$ cat src/rtl/motor_pkg.sv
// Shared definitions for the motor speed stages: state encoding, default
// geometry of the PWM window and the duty clamp helper.
package motor_pkg;

    typedef enum logic [1:0] {
        StStop    = 2'd0,
        StRun     = 2'd1,
        StTimeout = 2'd2
    } state_e;

    localparam int unsigned PERIOD_DEF     = 250;
    localparam int unsigned BASE_SPEED_DEF = 150;
    localparam int unsigned DUTY_W_DEF     = 8;

    // Clamp a signed mixed speed into the legal duty range [0, period].
    function automatic int clamp_duty(input int v, input int period);
        if (v < 0) begin
            return 0;
        end else if (v > period) begin
            return period;
        end
        return v;
    endfunction

    // True when clamp_duty would have changed the value.
    function automatic logic is_clamped(input int v, input int period);
        return (v < 0) || (v > period);
    endfunction

endpackage

$ cat src/rtl/pwm_channel.sv
// One edge-aligned PWM output. Driven from the next-state counter and duty so
// the registered bit lines up with the counter value it belongs to.
module pwm_channel #(
    parameter int unsigned DUTY_W = 8
) (
    input  logic              clk,
    input  logic              rst,
    input  logic [DUTY_W-1:0] cnt_i,
    input  logic [DUTY_W-1:0] duty_i,
    input  logic              en_i,
    output logic              pwm_o
);

    logic pwm_q;

    // High for the first duty_i counts of each window while enabled.
    always_ff @(posedge clk) begin
        if (rst) begin
            pwm_q <= 1'b0;
        end else begin
            pwm_q <= en_i && (cnt_i < duty_i);
        end
    end

    assign pwm_o = pwm_q;

endmodule

$ cat src/rtl/motor_pwm_mixer.sv
// Mixes the PID correction into a base speed for two motors, clamps the
// results and drives two PWM channels. Duties only change on window
// boundaries; a watchdog stops the motors when corrections stop arriving.
module motor_pwm_mixer
    import motor_pkg::*;
#(
    parameter int unsigned PERIOD          = motor_pkg::PERIOD_DEF,
    parameter int unsigned BASE_SPEED      = motor_pkg::BASE_SPEED_DEF,
    parameter int unsigned TIMEOUT_PERIODS = 8,
    parameter int unsigned DUTY_W          = motor_pkg::DUTY_W_DEF
) (
    input  logic              clk,
    input  logic              rst,
    input  logic              enable,
    input  logic [7:0]        delta,
    input  logic              delta_valid,
    output logic              pwm_left,
    output logic              pwm_right,
    output logic [DUTY_W-1:0] duty_left,
    output logic [DUTY_W-1:0] duty_right,
    output logic              sat_left,
    output logic              sat_right,
    output logic              period_start,
    output logic [1:0]        state
);

    localparam int unsigned SW = DUTY_W + 2;
    localparam int unsigned MW = $clog2(TIMEOUT_PERIODS + 1);

    state_e            state_q, state_d;
    logic [DUTY_W-1:0] cnt_q, cnt_d;
    logic [DUTY_W-1:0] pend_l_q, pend_l_d, pend_r_q, pend_r_d;
    logic              pend_sl_q, pend_sl_d, pend_sr_q, pend_sr_d;
    logic              pv_q, pv_d;
    logic [DUTY_W-1:0] duty_l_q, duty_l_d, duty_r_q, duty_r_d;
    logic              sat_l_q, sat_l_d, sat_r_q, sat_r_d;
    logic [MW-1:0]     miss_q, miss_d, miss_inc;
    logic              ps_q, ps_d;

    logic signed [SW-1:0] delta_ext, sum_l, sum_r;
    logic [DUTY_W-1:0]    clamp_l, clamp_r;
    logic                 csat_l, csat_r;
    logic                 boundary;

    // Mix and clamp the incoming correction.
    always_comb begin
        delta_ext = SW'(signed'(delta));
        sum_l     = signed'(SW'(BASE_SPEED)) + delta_ext;
        sum_r     = signed'(SW'(BASE_SPEED)) - delta_ext;
        clamp_l   = DUTY_W'(clamp_duty(int'(sum_l), int'(PERIOD)));
        clamp_r   = DUTY_W'(clamp_duty(int'(sum_r), int'(PERIOD)));
        csat_l    = is_clamped(int'(sum_l), int'(PERIOD));
        csat_r    = is_clamped(int'(sum_r), int'(PERIOD));
    end

    assign boundary = (state_q != StStop) && (cnt_q == DUTY_W'(PERIOD - 1));
    assign miss_inc = miss_q + 1'b1;

    // Next-state: FSM, window counter, pending capture and boundary load.
    always_comb begin
        state_d   = state_q;
        cnt_d     = cnt_q;
        pend_l_d  = pend_l_q;
        pend_r_d  = pend_r_q;
        pend_sl_d = pend_sl_q;
        pend_sr_d = pend_sr_q;
        pv_d      = pv_q;
        duty_l_d  = duty_l_q;
        duty_r_d  = duty_r_q;
        sat_l_d   = sat_l_q;
        sat_r_d   = sat_r_q;
        miss_d    = miss_q;
        ps_d      = 1'b0;

        if (!enable) begin
            state_d  = StStop;
            cnt_d    = '0;
            pv_d     = 1'b0;
            duty_l_d = '0;
            duty_r_d = '0;
            sat_l_d  = 1'b0;
            sat_r_d  = 1'b0;
            miss_d   = '0;
        end else if (state_q == StStop) begin
            state_d = StRun;
            cnt_d   = '0;
        end else begin
            if (boundary) begin
                cnt_d = '0;
                ps_d  = 1'b1;
                if (pv_q) begin
                    duty_l_d = pend_l_q;
                    duty_r_d = pend_r_q;
                    sat_l_d  = pend_sl_q;
                    sat_r_d  = pend_sr_q;
                    pv_d     = 1'b0;
                    miss_d   = '0;
                end else if (state_q == StRun && !delta_valid) begin
                    // A strobe on the boundary cycle is late, not missing.
                    miss_d = miss_inc;
                    if (miss_inc == MW'(TIMEOUT_PERIODS)) begin
                        state_d  = StTimeout;
                        duty_l_d = '0;
                        duty_r_d = '0;
                        sat_l_d  = 1'b0;
                        sat_r_d  = 1'b0;
                        miss_d   = '0;
                    end
                end
            end else begin
                cnt_d = cnt_q + 1'b1;
            end

            // Capture after the boundary load so a same-cycle strobe waits a window.
            if (delta_valid) begin
                pend_l_d  = clamp_l;
                pend_r_d  = clamp_r;
                pend_sl_d = csat_l;
                pend_sr_d = csat_r;
                pv_d      = 1'b1;
                if (state_q == StTimeout) begin
                    state_d = StRun;
                end
            end
        end
    end

    // State registers with synchronous reset.
    always_ff @(posedge clk) begin
        if (rst) begin
            state_q   <= StStop;
            cnt_q     <= '0;
            pend_l_q  <= '0;
            pend_r_q  <= '0;
            pend_sl_q <= 1'b0;
            pend_sr_q <= 1'b0;
            pv_q      <= 1'b0;
            duty_l_q  <= '0;
            duty_r_q  <= '0;
            sat_l_q   <= 1'b0;
            sat_r_q   <= 1'b0;
            miss_q    <= '0;
            ps_q      <= 1'b0;
        end else begin
            state_q   <= state_d;
            cnt_q     <= cnt_d;
            pend_l_q  <= pend_l_d;
            pend_r_q  <= pend_r_d;
            pend_sl_q <= pend_sl_d;
            pend_sr_q <= pend_sr_d;
            pv_q      <= pv_d;
            duty_l_q  <= duty_l_d;
            duty_r_q  <= duty_r_d;
            sat_l_q   <= sat_l_d;
            sat_r_q   <= sat_r_d;
            miss_q    <= miss_d;
            ps_q      <= ps_d;
        end
    end

    pwm_channel #(
        .DUTY_W (DUTY_W)
    ) u_pwm_left (
        .clk    (clk),
        .rst    (rst),
        .cnt_i  (cnt_d),
        .duty_i (duty_l_d),
        .en_i   (state_d == StRun),
        .pwm_o  (pwm_left)
    );

    pwm_channel #(
        .DUTY_W (DUTY_W)
    ) u_pwm_right (
        .clk    (clk),
        .rst    (rst),
        .cnt_i  (cnt_d),
        .duty_i (duty_r_d),
        .en_i   (state_d == StRun),
        .pwm_o  (pwm_right)
    );

    assign duty_left    = duty_l_q;
    assign duty_right   = duty_r_q;
    assign sat_left     = sat_l_q;
    assign sat_right    = sat_r_q;
    assign period_start = ps_q;
    assign state        = state_q;

endmodule

$ cat config.mk
export PLATFORM = sky130hd
export DESIGN_NAME = motor_pwm_mixer
export DESIGN_NICKNAME = d
export VERILOG_FILES = /design/src/rtl/motor_pkg.sv /design/src/rtl/pwm_channel.sv /design/src/rtl/motor_pwm_mixer.sv
export SDC_FILE = /design/constraint.sdc
export NUM_CORES = 1
export LEC_CHECK = 0
export CAP_MARGIN = 20
export CORE_UTILIZATION = 56
export CTS_BUF_LIST = sky130_fd_sc_hd__clkbuf_16
export DETAILED_ROUTE_END_ITERATION = 8
export GPL_TIMING_DRIVEN = 0
export PLACE_DENSITY = 0.83
export SYNTH_ARGS = -nofsm -noshare
export SYNTH_HDL_FRONTEND = slang
export SYNTH_HIERARCHICAL = 1
export SYNTH_SLANG_ARGS = --single-unit
$ cat constraint.sdc
create_clock -name clk -period 3.4 [get_ports clk]
set_input_delay 0.68 -clock clk [delete_from_list [all_inputs] [get_ports clk]]
set_output_delay 0.68 -clock clk [all_outputs]
set_load 0.05 [all_outputs]
# After elaboration in Yosys (flattened, before gate mapping)
# Cells that the tools add are included.
totals:
  regBits: 54
  input_bits: 12
  elab_cells: 93
classes:
  add_sub_neg: 4
  magnitude_cmp: 6
  eq_ne: 5
  n_mux: 43
  bitwise_logic: 2
  reduce_logical: 18
op_table:
  columns: ["op", "count"]
  rows:
  - ["$mux W8", 21]
  - ["$gt A10 B9 Y1 const B", 2]
  - ["$lt A10 B1 Y1 const B", 2]
  - ["$lt A8 B8 Y1", 2]
  - ["$mux W2", 8]
  - ["$mux W4", 3]
  - ["$mux W1", 11]
  - ["$add A9 B8 Y10 const A", 1]
  - ["$sub A9 B8 Y10 const A", 1]
  - ["$add A8 B1 Y8 const B", 1]
  - ["$eq A8 B8 Y1 const B", 1]
  - ["$reduce_bool A2 Y1", 4]
  - ["$reduce_and A3 Y1", 2]
  - ["$add A4 B1 Y4 const B", 1]
  - ["$eq A2 B1 Y1 const B", 2]
  - ["$eq A4 B4 Y1 const B", 1]
  - ["$logic_and A1 B1 Y1", 4]
  - ["$reduce_and A4 Y1", 1]
  - ["$reduce_or A3 Y1", 1]
  - ["$eq A2 B2 Y1 const B", 1]
  - ["$logic_not A2 Y1", 1]
  - ["$logic_or A1 B1 Y1", 2]
  - ["$not A1 Y1", 2]
  - ["$reduce_and A2 Y1", 1]
  - ["other kinds (2)", 2]

# Longest topological paths before layout
# Gate-level depths: netlist (run 1).
depth:
  word_depth: 12
  ltp_mapped: 15
  ltp_nobuf: 13

# Cells and area by module
# The synthesis (run 1) kept the hierarchy.
by_module_without_submodules:
  columns: ["mod", "n_inst", "cells_per_inst", "area_each_um2"]
  rows:
  - ["motor_pwm_mixer", 1, 327, 2676.3]
  - ["pwm_channel", 2, 24, 205.2]

# Worst setup path before layout (run 1)
# Ideal clock, no wire load.
synth_path:
  path_kind: "in2reg"
  start: "input port delta_valid"
  end: "register u_pwm_left.pwm_q, in the netlist u_pwm_left/pwm_o"
  t_arrival_ns: 2.801
  required_time_ns: 3.297
  path_slack_ns: 0.495
  path_stages: 14
  cell_sequence: "buf_6 or3b_4 a2111oi_4 o31ai_1 buf_6 buf_6 nand3_2 nand2_1 inv_1 ha_1 o21a_1 o211ai_1 a31oi_1 a2111oi_2"
synth_between:
  word_cells_on_any_way: 17
  cone_classes: "order compare: 1; eq/ne: 1; mux: 12; reduce/logical: 3"
synth_rtl:
  columns: ["item", "line_no", "rtl"]
  rows:
  - ["start: declaration", "motor_pwm_mixer.sv:16", "input logic delta_valid,"]
  - ["$logic_not A1 Y1", "motor_pwm_mixer.sv:98", "end else if (state_q == StRun && !delta_valid) begin"]
  - ["$logic_and A1 B1 Y1", "motor_pwm_mixer.sv:98", null]
  - ["$mux W8", "motor_pwm_mixer.sv:98", null]
  - ["$mux W8", "motor_pwm_mixer.sv:91", "if (pv_q) begin"]
  - ["$mux W8", "motor_pwm_mixer.sv:88", "if (boundary) begin"]
  - ["$mux W8", "motor_pwm_mixer.sv:84", "end else if (state_q == StStop) begin"]
  - ["$mux W8", "motor_pwm_mixer.sv:75", "if (!enable) begin"]
  - ["net duty_l_d[4]", "motor_pwm_mixer.sv:35", "logic [DUTY_W-1:0] duty_l_q, duty_l_d, duty_r_q, duty_r_d;"]
  - ["$lt A8 B8 Y1", "pwm_channel.sv:21", "pwm_q <= en_i && (cnt_i < duty_i);"]
  - ["$logic_and A1 B1 Y1", "pwm_channel.sv:21", null]
  - ["end signal: assignment", "pwm_channel.sv:21", null]
  - ["end: declaration", "pwm_channel.sv:14", "logic pwm_q;"]
# The timed path passes the listed nets, and every way through them passes these cells.
# A chain may end at the register's enable or synchronous reset.

# Worst setup path in the final report (run 1)
layout_path:
  start: "register cnt_q[0]"
  end: "register u_pwm_left.pwm_q, in the netlist u_pwm_left/pwm_o"
layout_between:
  word_cells_on_any_way: 17
  cone_classes: "add/sub: 1; order compare: 1; eq/ne: 2; mux: 11; reduce/logical: 2"
layout_rtl:
  columns: ["item", "line_no", "rtl"]
  rows:
  - ["start: declaration", "motor_pwm_mixer.sv:31", "logic [DUTY_W-1:0] cnt_q, cnt_d;"]
  - ["start signal: assignment", "motor_pwm_mixer.sv:146", "cnt_q <= cnt_d;"]
  - ["$eq A8 B8 Y1", "motor_pwm_mixer.sv:56", "assign boundary = (state_q != StStop) && (cnt_q == DUTY_W'(PERIOD - 1));"]
  - ["$logic_and A1 B1 Y1", "motor_pwm_mixer.sv:56", null]
  - ["$mux W8", "motor_pwm_mixer.sv:88", null]
  - ["$mux W8", "motor_pwm_mixer.sv:84", null]
  - ["$mux W8", "motor_pwm_mixer.sv:75", null]
  - ["net duty_l_d[1]", "motor_pwm_mixer.sv:35", null]
  - ["$lt A8 B8 Y1", "pwm_channel.sv:21", null]
  - ["$logic_and A1 B1 Y1", "pwm_channel.sv:21", null]
# The timed path passes the listed nets, and every way through them passes these cells.

==> reports/results.txt, run 1 <==
In the detailed route, the total length drawn on met2 is 3.643 mm. Buffers inserted to repair hold after CTS numbered 0. Once layout is done, the placed cells without fillers occupy 0.003631 mm2. The arrival time at the worst endpoint was 3.25 ns; the placed wire-length estimate after detailed placement was 5.341 mm.

After layout, the design draws a total of 0.001336 W. The cell count after placement is 474, and the part of the power in registers is 48.4%. The highest cell delay on the worst timing path came out at 0.42 ns. Entering global routing, the biggest net connects 17 pins.

Net switching is 23.24% of the power. After synthesis, the netlist uses 58 different library cells. The number of antenna violations at the first check in global routing is 0. The tools report the power spent charging and discharging nets as 0.0003105 W.

The shortest clock period the worst path allows after layout is 3.059 ns. The combinational fraction of design power came out at 8.2%. Met3 wirelength from detailed routing: 282 um.

The synthesized design contains 0 enable-type register cells. Post-CTS timing repair inserted 0 buffers for setup. Clock tree synthesis found a total of 54 sinks. The worst setup path category is reg -> reg.

The global-route total usage across every layer came out at 26.51%. The share of total power dissipated in the clock network is 43.4%. The number of global-route vias before repair was 2716.

The met1 layer wirelength in the final routing was 3.283 mm; the internal power of the cells was 0.001025 W. In this run the remaining antenna-violating nets after routing total 0. Across the run, the number of max-cap violations was 0. The post-route clock period utilization is 89.97%, and the per-cell via count in the routed design is 5.834. The clock passes through at most 2 buffers.

For this run, the top clock speed supported by timing is 326.9 MHz. At the later pin of the worst-skew pair, clock insertion delay measures 0.29 ns. The sum of negative setup slack came out at 0 ns. The tools report the remaining routing DRC violations as 0. After detailed routing, the average wire length per cell comes to 15.21 um.

The boundary pin count is 35. Clock-pin slew was measured on the worst setup and hold paths at 0.07 ns. The count of instances resized after the clock tree is built is 0. The number of hold violations in the final report came out at 0. When the netlist entered floorplanning its net count stood at 410.

The logs give 3.59 ns for the required time of the critical path and 482 for the number of standard cells in the final layout excluding fillers. The worst setup path is launched from a flop. The clock tree synthesis step divided the H-tree into 2 levels. Once the floorplan was initialized, standard cells occupied 59.30% of the core. In the synthesized netlist, the number of instances is 375. TritonCTS built the clock tree. Mean cell area of the mapped netlist: 8.231 um2.

The flow ran to the end, and the final reports show no timing, DRC or antenna violations. The max-slew violation total from the final report is 0, and the power density relative to cell area is 367.9 mW/mm2. The most used flip-flop cell after synthesis is dfxtp_1. In this design, the largest share of critical-path delay is due to simple AND/OR/NAND/NOR gates. The tools report the combined area of all synthesized cells as 0.003087 mm2. The final route contains 2812 vias.

The top cell types in the final layout, fill and taps aside, are dfxtp_1, nand2_1, nor2_1, a21oi_1, clkdlybuf4s50_1. In this run the worst path has a maximum fanout of 10. During placement, the flow inserted port buffers numbering 29. The worst-case clock skew is 0.006732 ns. Initial DRC count: 234. On the critical path, the stage with the largest delay is an instance of dfxtp_1. Type of the worst min-delay path: reg -> reg.

The synthesized design contains 54 register bits. For this run the aggregate overflow at the end of global routing stands at 0. Setup repair after global routing left no endpoint under its margin. The slew at the pin with the worst max-slew slack works out to 0.8099 ns. The setup slack of the critical path after layout is 0.3409 ns, and the routability congestion estimate is 0.8510. The pre-antenna-repair detailed-routing pass consisted of 5 iterations. The tools report the number of fill cells as 416. The floorplan has 26 rows.

Setup violations remaining at the end of the flow were counted as 0. The commonest non-fill, non-tap cell in the layout is dfxtp_1. Compared with the post-synthesis result, the final layout area differs by 17.63%. The detailed router used layers up to and including met4. For this run, the register share of the synthesized area comes to 35.02%. The number of antenna diodes in the final layout is 0.

In this run the tightest slew margin relative to its limit is 45.51%. Buffer cell driving the clock tree root: clkbuf_16. Standard cell core area: 0.005205 mm2. The floorplan step set the die height to 76.24 um. The first-pass GRT wire length was 12.45 mm. The logs give 446 for the final layout net count and 0.003465 mm2 for the total cell area at the placement stage. For this block, the routed nets add up to 7.332 mm of wire. The number of buffers and inverters on the critical path is 3. IR analysis of the VDD net gives a maximum drop of 0.3235 mV. Yosys printed 6 warnings.

Die outline area: 0.005813 mm2. For this run, asynchronously set or reset flops after synthesis account for 0%. The kind of end point of the critical path was a flop. The die width is 76.24 um. The total leakage power was 1.389 nW; the pre-CTS setup slack was 0.1788 ns. The fraction of final layout cells with drive strength greater than 1 was 8.738%. The critical path goes through ha_1 > nand3b_1 > or2_0 > clkbuf_1 > nor2_2 > buf_2 > nand2_1 > nand2_1 > inv_1 > ha_1 > or3b_1 > o2111ai_1 > a31oi_1 > a2111oi_2.

Counting the buffers created by CTS gives 5.
-- cell families after synthesis --
logic type / Yosys count / share of synthesized area, %
flip-flops: 54 / 35.02
AO/OA/AOI/OAI: 87 / 19.86
AND/OR/NAND/NOR: 151 / 24.85
XOR/XNOR: 16 / 4.540
adder cells (fa/ha/maj): 23 / 9.323
buffers and inverters: 44 / 6.404
-- layer usage --
metal,global-route usage [%],up-vias
li1,-,1379
met1,32.19,1340
met3,3.713,12
met4,7.885,0
met2,48.20,81
met5,0,-
-- cell type report --
class	count	area, um2	share of cell area [%]
tap	70	87.58	2.412
buffer	18	100.1	2.757
inverter	26	97.59	2.688
clock buffer	5	125.1	3.446
clock inverter	3	41.29	1.137
timing repair buffer	29	290.3	7.994
multi-input combinational	277	1808	49.79
sequential	54	1081	29.77
-- final timing paths --
check / cells past startpoint / slack, ns / startpoint / endpoint
setup / recovery: 14 / 0.34 / cnt_q[0]$_SDFF_PP0_ / u_pwm_left/pwm_o$_SDFF_PP0_
hold / removal: 2 / 0.48 / pend_l_q[6]$_SDFFE_PP0P_ / pend_l_q[6]$_SDFFE_PP0P_
setup reg to reg: 14 / 0.34 / cnt_q[0]$_SDFF_PP0_ / u_pwm_left/pwm_o$_SDFF_PP0_
hold reg to reg: 2 / 0.48 / pend_l_q[6]$_SDFFE_PP0P_ / pend_l_q[6]$_SDFFE_PP0P_
-- sequential cells by signal, indices dropped and copies added, names as in the netlist --
register           flops
cnt_q                  8
duty_left              8
duty_right             8
pend_l_q               8
pend_r_q               8
miss_q                 4
state                  2
pend_sl_q              1
pend_sr_q              1
period_start           1
pv_q                   1
sat_left               1
sat_right              1
u_pwm_left/pwm_o       1
u_pwm_right/pwm_o      1
-- power groups by stage --
stage	Clock (W)	Sequential (W)	Combinational [W]
after CTS	0.000579	0.000646	0.000108
after global placement	0	0.000660	0.000105
final	0.000580	0.000646	0.000110
after global routing	0.000611	0.000647	0.000122
after floorplan	0	0.000661	0.0000730
after detailed placement	0	0.000660	0.000107
-- cell usage after synthesis, drive strengths merged (7+ instances only) --
| library cell | n | share of area (%) |
|---|---|---|
| clkbuf | 9 | 1.1 |
| xor2 | 9 | 2.6 |
| ha | 23 | 9.3 |
| nor3 | 7 | 1.3 |
| inv | 26 | 3.2 |
| xnor2 | 7 | 2.0 |
| nor2 | 38 | 4.7 |
| o21ai | 14 | 2.3 |
| buf | 9 | 2.1 |
| a21oi | 29 | 4.7 |
| dfxtp | 54 | 35 |
| nand3 | 26 | 5.5 |
| nand2 | 44 | 5.4 |
-- worst min-delay path, stage by stage (launching register included) --
cell and delay [ns]:
dfxtp_1 0.32, nand2_1 0.06, a21oi_1 0.05
-- per-stage QoR --
step / utilization (%) / hold WS, ns
after global placement: 66.56 / 0.4442
final: 69.76 / 0.4794
after floorplan: - / 0.4322
after global routing: 69.76 / 0.5115
after detailed placement: 66.56 / 0.4560
after CTS: 69.76 / 0.4717
(Power assumes the default switching activity.)
==> inputs of run 2 (changes only) <==
- CORE_UTILIZATION: 56 -> 40
- PLACE_DENSITY: 0.83 -> 0.63
==> reports/results.txt, run 2 (synthesized netlist as in run 1, its figures left out) <==
The die covers 0.008072 mm2. TritonCTS built the clock tree. Before antenna repair, the detailed router went through 4 iterations. Net switching is 23.52% of the power. The tools report the buffer cell driving the clock tree root as clkbuf_16. The number of standard cells in the final layout excluding fillers came out at 511. The number of antenna violations at the first check in global routing was 0. Across the run, the number of max-cap violations was 0.

In the routed design, unresolved DRC markers number 0. Once detailed placement completed, the half-perimeter wirelength came to 5.426 mm. The number of vias in the routed layout is 2708, and the summed area of non-filler cells in the final layout is 0.003674 mm2. Timing would allow up to 338.3 MHz. For hold timing, the worst endpoint is pend_l_q[6]$_SDFFE_PP0P_. The standard cell core area came out at 0.007370 mm2. In the routed layout, each cell is associated on average with a via count of 5.299. The tools report the reg-to-reg critical path startpoint as cnt_q[0]$_SDFF_PP0_. For the max-slew violation total from the final report, the log shows 0. The category of the worst setup path launch point is a flop. Once detail routing completed, the nets flagged for antenna violations numbered 0. The clock passes through at most 2 buffers.

The congestion estimate from routability-driven global placement came to 0.8035. The area growth from synthesis to layout is 19.01%. In this run the worst path has a maximum fanout of 10. The worst pin sits at a relative slew slack of 44.47%. Data on the critical path arrives at its endpoint at 3.14 ns. The shortest clock period the worst path allows after layout was 2.956 ns; the total leakage power was 1.392 nW. The sum of negative setup slack was 0 ns; the fraction of final layout cells with drive strength greater than 1 was 8.981%. The number of stages on the worst hold path works out to 2. The startpoint identified for the worst hold timing path is pend_l_q[6]$_SDFFE_PP0P_.

After the first detailed-routing iteration, the DRC count stood at 137. Clock-pin slew was measured on the worst setup and hold paths at 0.07 ns. The post-route clock period utilization came out at 86.94%. Leaving out fill and tap cells, the most frequent cell in the layout is dfxtp_1. The number of buffers added to fix hold violations after cts was 0.

The power spent charging and discharging nets was 0.0003173 W; the die span in y was 89.85 um. VDD sags by at most 0.1818 mV. The internal power of the cells came out at 0.001032 W. In the final routed layout, each cell accounts on average for 13.58 um.

At the pin with the least slew margin, the transition time is 0.8253 ns. After detailed placement, the total cell area comes to 0.003501 mm2. During placement, the flow inserted port buffers numbering 29.

For the required time of the critical path, the log shows 3.58 ns. The share of total power dissipated in the clock network is 44.1%. STA classifies the critical path endpoint as a flop. The clock drives 54 sinks. The count of instances resized after the clock tree is built came out at 0.

The initialized floorplan defines 31 standard-cell rows. The die is 89.85 um wide. The later pin in the worst-skew pair is clocked with a latency of 0.29 ns. The number of global-route vias before repair is 2587.

The worst setup path category was reg -> reg. The total length of routed wires is 6.941 mm, and the first-pass GRT wire length is 12.03 mm. The final layout contains 446 nets. For the setup slack on the worst flop-to-flop path, the log shows 0.44 ns.

In this run the worst hold path is classified as reg -> reg. After global routing the overflow that remains totals 0. During I/O placement, the number of pins put on the boundary was 35. The top cell types in the final layout, fill and taps aside, are dfxtp_1, nand2_1, nor2_1, a21oi_1, clkdlybuf4s50_1.

In this design, the stage delay of the slowest critical-path cell is 0.43 ns. Cell count after placement: 503. The worst-case clock skew came out at 0.006316 ns.

The run gives 19 as the maximum number of pins on one net before global-route repair. The run finished with clean final reports. The tools report the number of antenna repair diodes as 0. The slowest stage of the critical path belongs to the cell dfxtp_1. The destination of the worst register-to-register timing path is u_pwm_left/pwm_o$_SDFF_PP0_.

Combinational fraction of design power: 8.0%. Setup violations remaining at the end of the flow were counted as 0. The post-CTS setup buffer count is 0, and the global-route total usage across every layer is 18.06%.

Number of hold violations in the final report: 0. The part of the power in registers is 47.9%, and the initial core utilization is 41.88%. Buffers inserted during clock tree synthesis total 5. The tools report the number of H-tree levels as 2. Measured in cells, the most critical reg-to-reg path has a length of 14.

In this run the power density over the cells is 367.3 mW/mm2. The signal on the critical path passes through ha_1 > nand3b_1 > or2_0 > clkbuf_1 > nor2_2 > buf_2 > nand2_1 > nand2_1 > inv_1 > ha_1 > or3b_1 > o2111ai_1 > a31oi_1 > a2111oi_2. Setup repair after global routing left no endpoint under its margin.
run 2: power groups by stage:
stage / clock network, W / registers (W) / logic (W)
final: 0.000595 / 0.000646 / 0.000109
after floorplan: 0 / 0.000661 / 0.0000730
after detailed placement: 0 / 0.000660 / 0.000108
after global routing: 0.000632 / 0.000647 / 0.000120
after CTS: 0.000606 / 0.000645 / 0.000108
after global placement: 0 / 0.000660 / 0.000107
run 2: worst max path at each step:
stage | depth (start not counted) | slack (ns) | end | from
6_report | 14 | 0.44 | u_pwm_left/pwm_o$_SDFF_PP0_ | cnt_q[0]$_SDFF_PP0_
5_1_grt | 14 | 0.11 | u_pwm_left/pwm_o$_SDFF_PP0_ | cnt_q[0]$_SDFF_PP0_
4_1_cts | 14 | 0.42 | u_pwm_left/pwm_o$_SDFF_PP0_ | cnt_q[0]$_SDFF_PP0_
3_5_place_dp | 8 | 0.16 | pend_l_q[0]$_SDFFE_PP0P_ | delta[1]
3_3_place_gp | 8 | 0.17 | pend_l_q[0]$_SDFFE_PP0P_ | delta[1]
2_1_floorplan | 14 | 0.50 | u_pwm_left/pwm_o$_SDFF_PP0_ | delta_valid
run 2: through the flow:
stage | utilization (%) | worst slack [ns] | power (W) | hold WS (ns)
2_1_floorplan | - | 0.4953 | 0.0007340 | 0.4322
3_3_place_gp | 47.50 | 0.1721 | 0.0007675 | 0.4460
3_5_place_dp | 47.50 | 0.1553 | 0.0007679 | 0.4503
4_1_cts | 49.85 | 0.4250 | 0.001359 | 0.4782
5_1_grt | 49.85 | 0.1053 | 0.001399 | 0.5027
6_report | 49.85 | 0.4442 | 0.001349 | 0.4695
run 2: critical path, delay by kind of cell (launching register included):
| family | cells | cell delay, ns |
|---|---|---|
| adder cells (fa/ha/maj) | 2 | 0.36 |
| buffers and inverters | 3 | 0.47 |
| AO/OA/AOI/OAI | 3 | 0.45 |
| AND/OR/NAND/NOR | 6 | 1.13 |
| flip-flops | 1 | 0.43 |
run 2: routing by layer:
metal	vias to the layer above	wire length, um	part of all wire [%]	track usage [%]
met2	64	3244	47	30.32
met1	1255	3262	47	23.77
met4	0	88	1.3	5.191
li1	1381	-	-	-
met5	-	0	0	0
met3	8	345	5.0	2.961
run 2: cell type report:
cell class	count	area, um2
Fill cell	732	3696
Multi-Input combinational cell	277	1808
Sequential cell	54	1081
Timing Repair Buffer	29	290.3
Clock buffer	5	125.1
Tap cell	99	123.9
Buffer	18	100.1
Inverter	26	97.59
Clock inverter	3	47.55
==> inputs of run 3 (changes only) <==
- clock period: 3.4 -> 3 ns (I/O delays scaled with it)
==> reports/results.txt, run 3 (synthesized netlist as in run 1, its figures left out) <==
The run finished with clean final reports. The internal power of the cells came out at 0.001169 W. Tracing the worst setup path back leads to its startpoint at delta[2].

The initial utilization of the core area, before any placement, comes to 41.88%. The tree built by TritonCTS fans out to 54 sinks. Summed over all cells, the static leakage comes to 1.415 nW.

The endpoint identified for the worst register-to-register timing path is u_pwm_right/pwm_o$_SDFF_PP0_. The layout overhead on the synthesized area was 20.55%; the clock network fraction of design power was 43.9%. The logs give 0 for the overall overflow remaining after global route and 0 for the number of hold violations in the final report. For the worst hold slack across all endpoints, the log shows 0.4695 ns.

The run gives 0 as the number of antenna repair diodes. 35 I/O pins were placed. After the first detailed-routing iteration, the DRC count stood at 114. Kind of end point of the critical path: a flop. Sum of negative setup slack: 0 ns.

Number of standard cells in the final layout excluding fillers: 512. The logs give 0 for the number of buffers added to fix hold violations after cts and 4 for the number of search-and-repair iterations in the first detailed-routing pass. After layout, the worst path uses 92.96% of the clock period. The final layout net count is 447, and the site row count is 31. The die span in y was 89.85 um. The run gives 18.06% as the global-route total usage across every layer. The maximum net fanout on the critical path works out to 9.

Of the total power, combinational logic draws 8.0%. The count of cells along the worst register-to-register path works out to 14. Static timing analysis puts the maximum clock frequency at 358.6 MHz.

Per-cell via count in the routed design: 5.252. The worst setup path category is in -> reg. The mean routed wirelength per cell is 13.59 um. In this run the tightest slew margin relative to its limit is 43.43%.

The cell count after placement was 503; the max-slew violation total from the final report was 0. The HPWL after detailed placement is 5.426 mm. TritonCTS built the clock tree.

The power density relative to cell area is 409.7 mW/mm2. For this block, the routed nets add up to 6.958 mm of wire. The number of clock buffers added by TritonCTS is 5.

At the end of routability-driven placement, the weighted congestion stood at 0.8035. The top cell types in the final layout, fill and taps aside, are dfxtp_1, nand2_1, nor2_1, a21oi_1, clkdlybuf4s50_1. The run gives 0 as the number of antenna violations at the first check in global routing. The buffer cell driving the clock tree root was clkbuf_16.

Setup violations remaining at the end of the flow were counted as 0. The slew at the pin with the worst max-slew slack was 0.8408 ns; the fraction of final layout cells with drive strength greater than 1 was 11.38%. Reported max-cap violation count: 0. The worst register-to-register path begins at miss_q[0]$_SDFFE_PP0P_. Number of routed nets with antenna violations: 0. The worst hold path begins at pend_l_q[6]$_SDFFE_PP0P_. Net switching is 23.31% of the power.

The first global-routing pass estimated 12.03 mm of wire. Remaining routing DRC violations: 0. STA classifies the critical path startpoint as an input port. The clock tree synthesis step divided the H-tree into 2 levels. The number of port buffers came out at 29. The tools report the number of global-route vias before repair as 2587. The clock period could shrink to 2.789 ns. Setup repair after global routing could not meet its margin everywhere.

The tools report the setup slack of the critical path after layout as 0.2112 ns. The part of the power in registers was 48.0%; the maximum root-to-sink buffer count was 2. The die outline area was 0.008072 mm2; the standard cell core area was 0.007370 mm2. Across the VDD grid, the largest voltage drop is 0.2053 mV.

Data on the critical path arrives at its endpoint at 2.98 ns. From left edge to right edge, the die measures 89.85 um. Entering global routing, the biggest net connects 19 pins.

The logs give -0.1647 ns for the pre-CTS setup slack and 0.0003553 W for the power spent charging and discharging nets. Total power for the finished layout comes to 0.001524 W. The clock slew at the register clock pins of the worst setup and hold paths works out to 0.07 ns. Leaving out fill and tap cells, the most frequent cell in the layout is dfxtp_1. Between clock sinks in the finished design, the worst skew comes to 0.005188 ns. In this run the worst hold path is classified as reg -> reg. For the worst-skew pair, the clock arrives at the later sink with an insertion delay of 0.29 ns.

Data on the critical path is required at its endpoint by 3.19 ns. For this block, the via count after detailed routing is 2689. In this run the worst setup path terminates at pend_l_q[0]$_SDFFE_PP0P_. For flop-to-flop paths, the worst setup slack is 0.25 ns.
[run 3: worst min path at each step]
stage                                     endpoint  slack (ns)  cells past startpoint
after global routing      pend_l_q[6]$_SDFFE_PP0P_        0.50                      2
after detailed placement  pend_l_q[6]$_SDFFE_PP0P_        0.45                      2
final                     pend_l_q[6]$_SDFFE_PP0P_        0.47                      2
after CTS                 pend_l_q[6]$_SDFFE_PP0P_        0.48                      2
after global placement    pend_l_q[6]$_SDFFE_PP0P_        0.45                      2
after floorplan           pend_l_q[6]$_SDFFE_PP0P_        0.43                      2
[run 3: timing repair]
| item | CTS | global route |
|---|---|---|
| setup endpoints to repair | 0 | 3 |
| buffers inserted | 0 | 2 |
| resized for setup | 0 | 12 |
[run 3: area by class of cell]
| class | count | area (um2) |
|---|---|---|
| fillers | 723 | 3649 |
| clock buffers | 5 | 125.1 |
| clock inverters | 3 | 47.55 |
| multi-input cells | 277 | 1818 |
| inverters | 26 | 97.59 |
| repair buffers | 31 | 320.3 |
| flip-flops and latches | 54 | 1089 |
| well taps | 99 | 123.9 |
| plain buffers | 17 | 100.1 |
[run 3: worst max-delay path, stage by stage]
cell	delay [ns]
clkdlybuf4s50_1	0.63
inv_1	0.08
ha_1	0.23
or3b_1	0.35
a2111oi_0	0.37
o311ai_0	0.20
and2_1	0.26
a31o_2	0.26
[run 3: per-stage QoR]
stage               util, %  cell area [um2]
global route          50.49             3721
finish                50.49             3721
floorplan                 -             3087
global placement      47.50             3501
detailed placement    47.50             3501
CTS                   49.85             3674
[run 3: power groups by stage]
stage	logic (W)	clock network, W	registers (W)
floorplan	0.0000827	0	0.000749
global placement	0.000121	0	0.000748
detailed placement	0.000122	0	0.000748
CTS	0.000123	0.000687	0.000731
global route	0.000136	0.000716	0.000733
finish	0.000123	0.000670	0.000732
[run 3: routing by layer]
layer / track usage, % / vias to the layer above / part of all wire [%]
li1: - / 1382 / -
met1: 23.77 / 1249 / 48
met2: 30.32 / 49 / 47
met3: 2.961 / 9 / 3.5
met4: 5.191 / 0 / 1.3
met5: 0 / - / 0
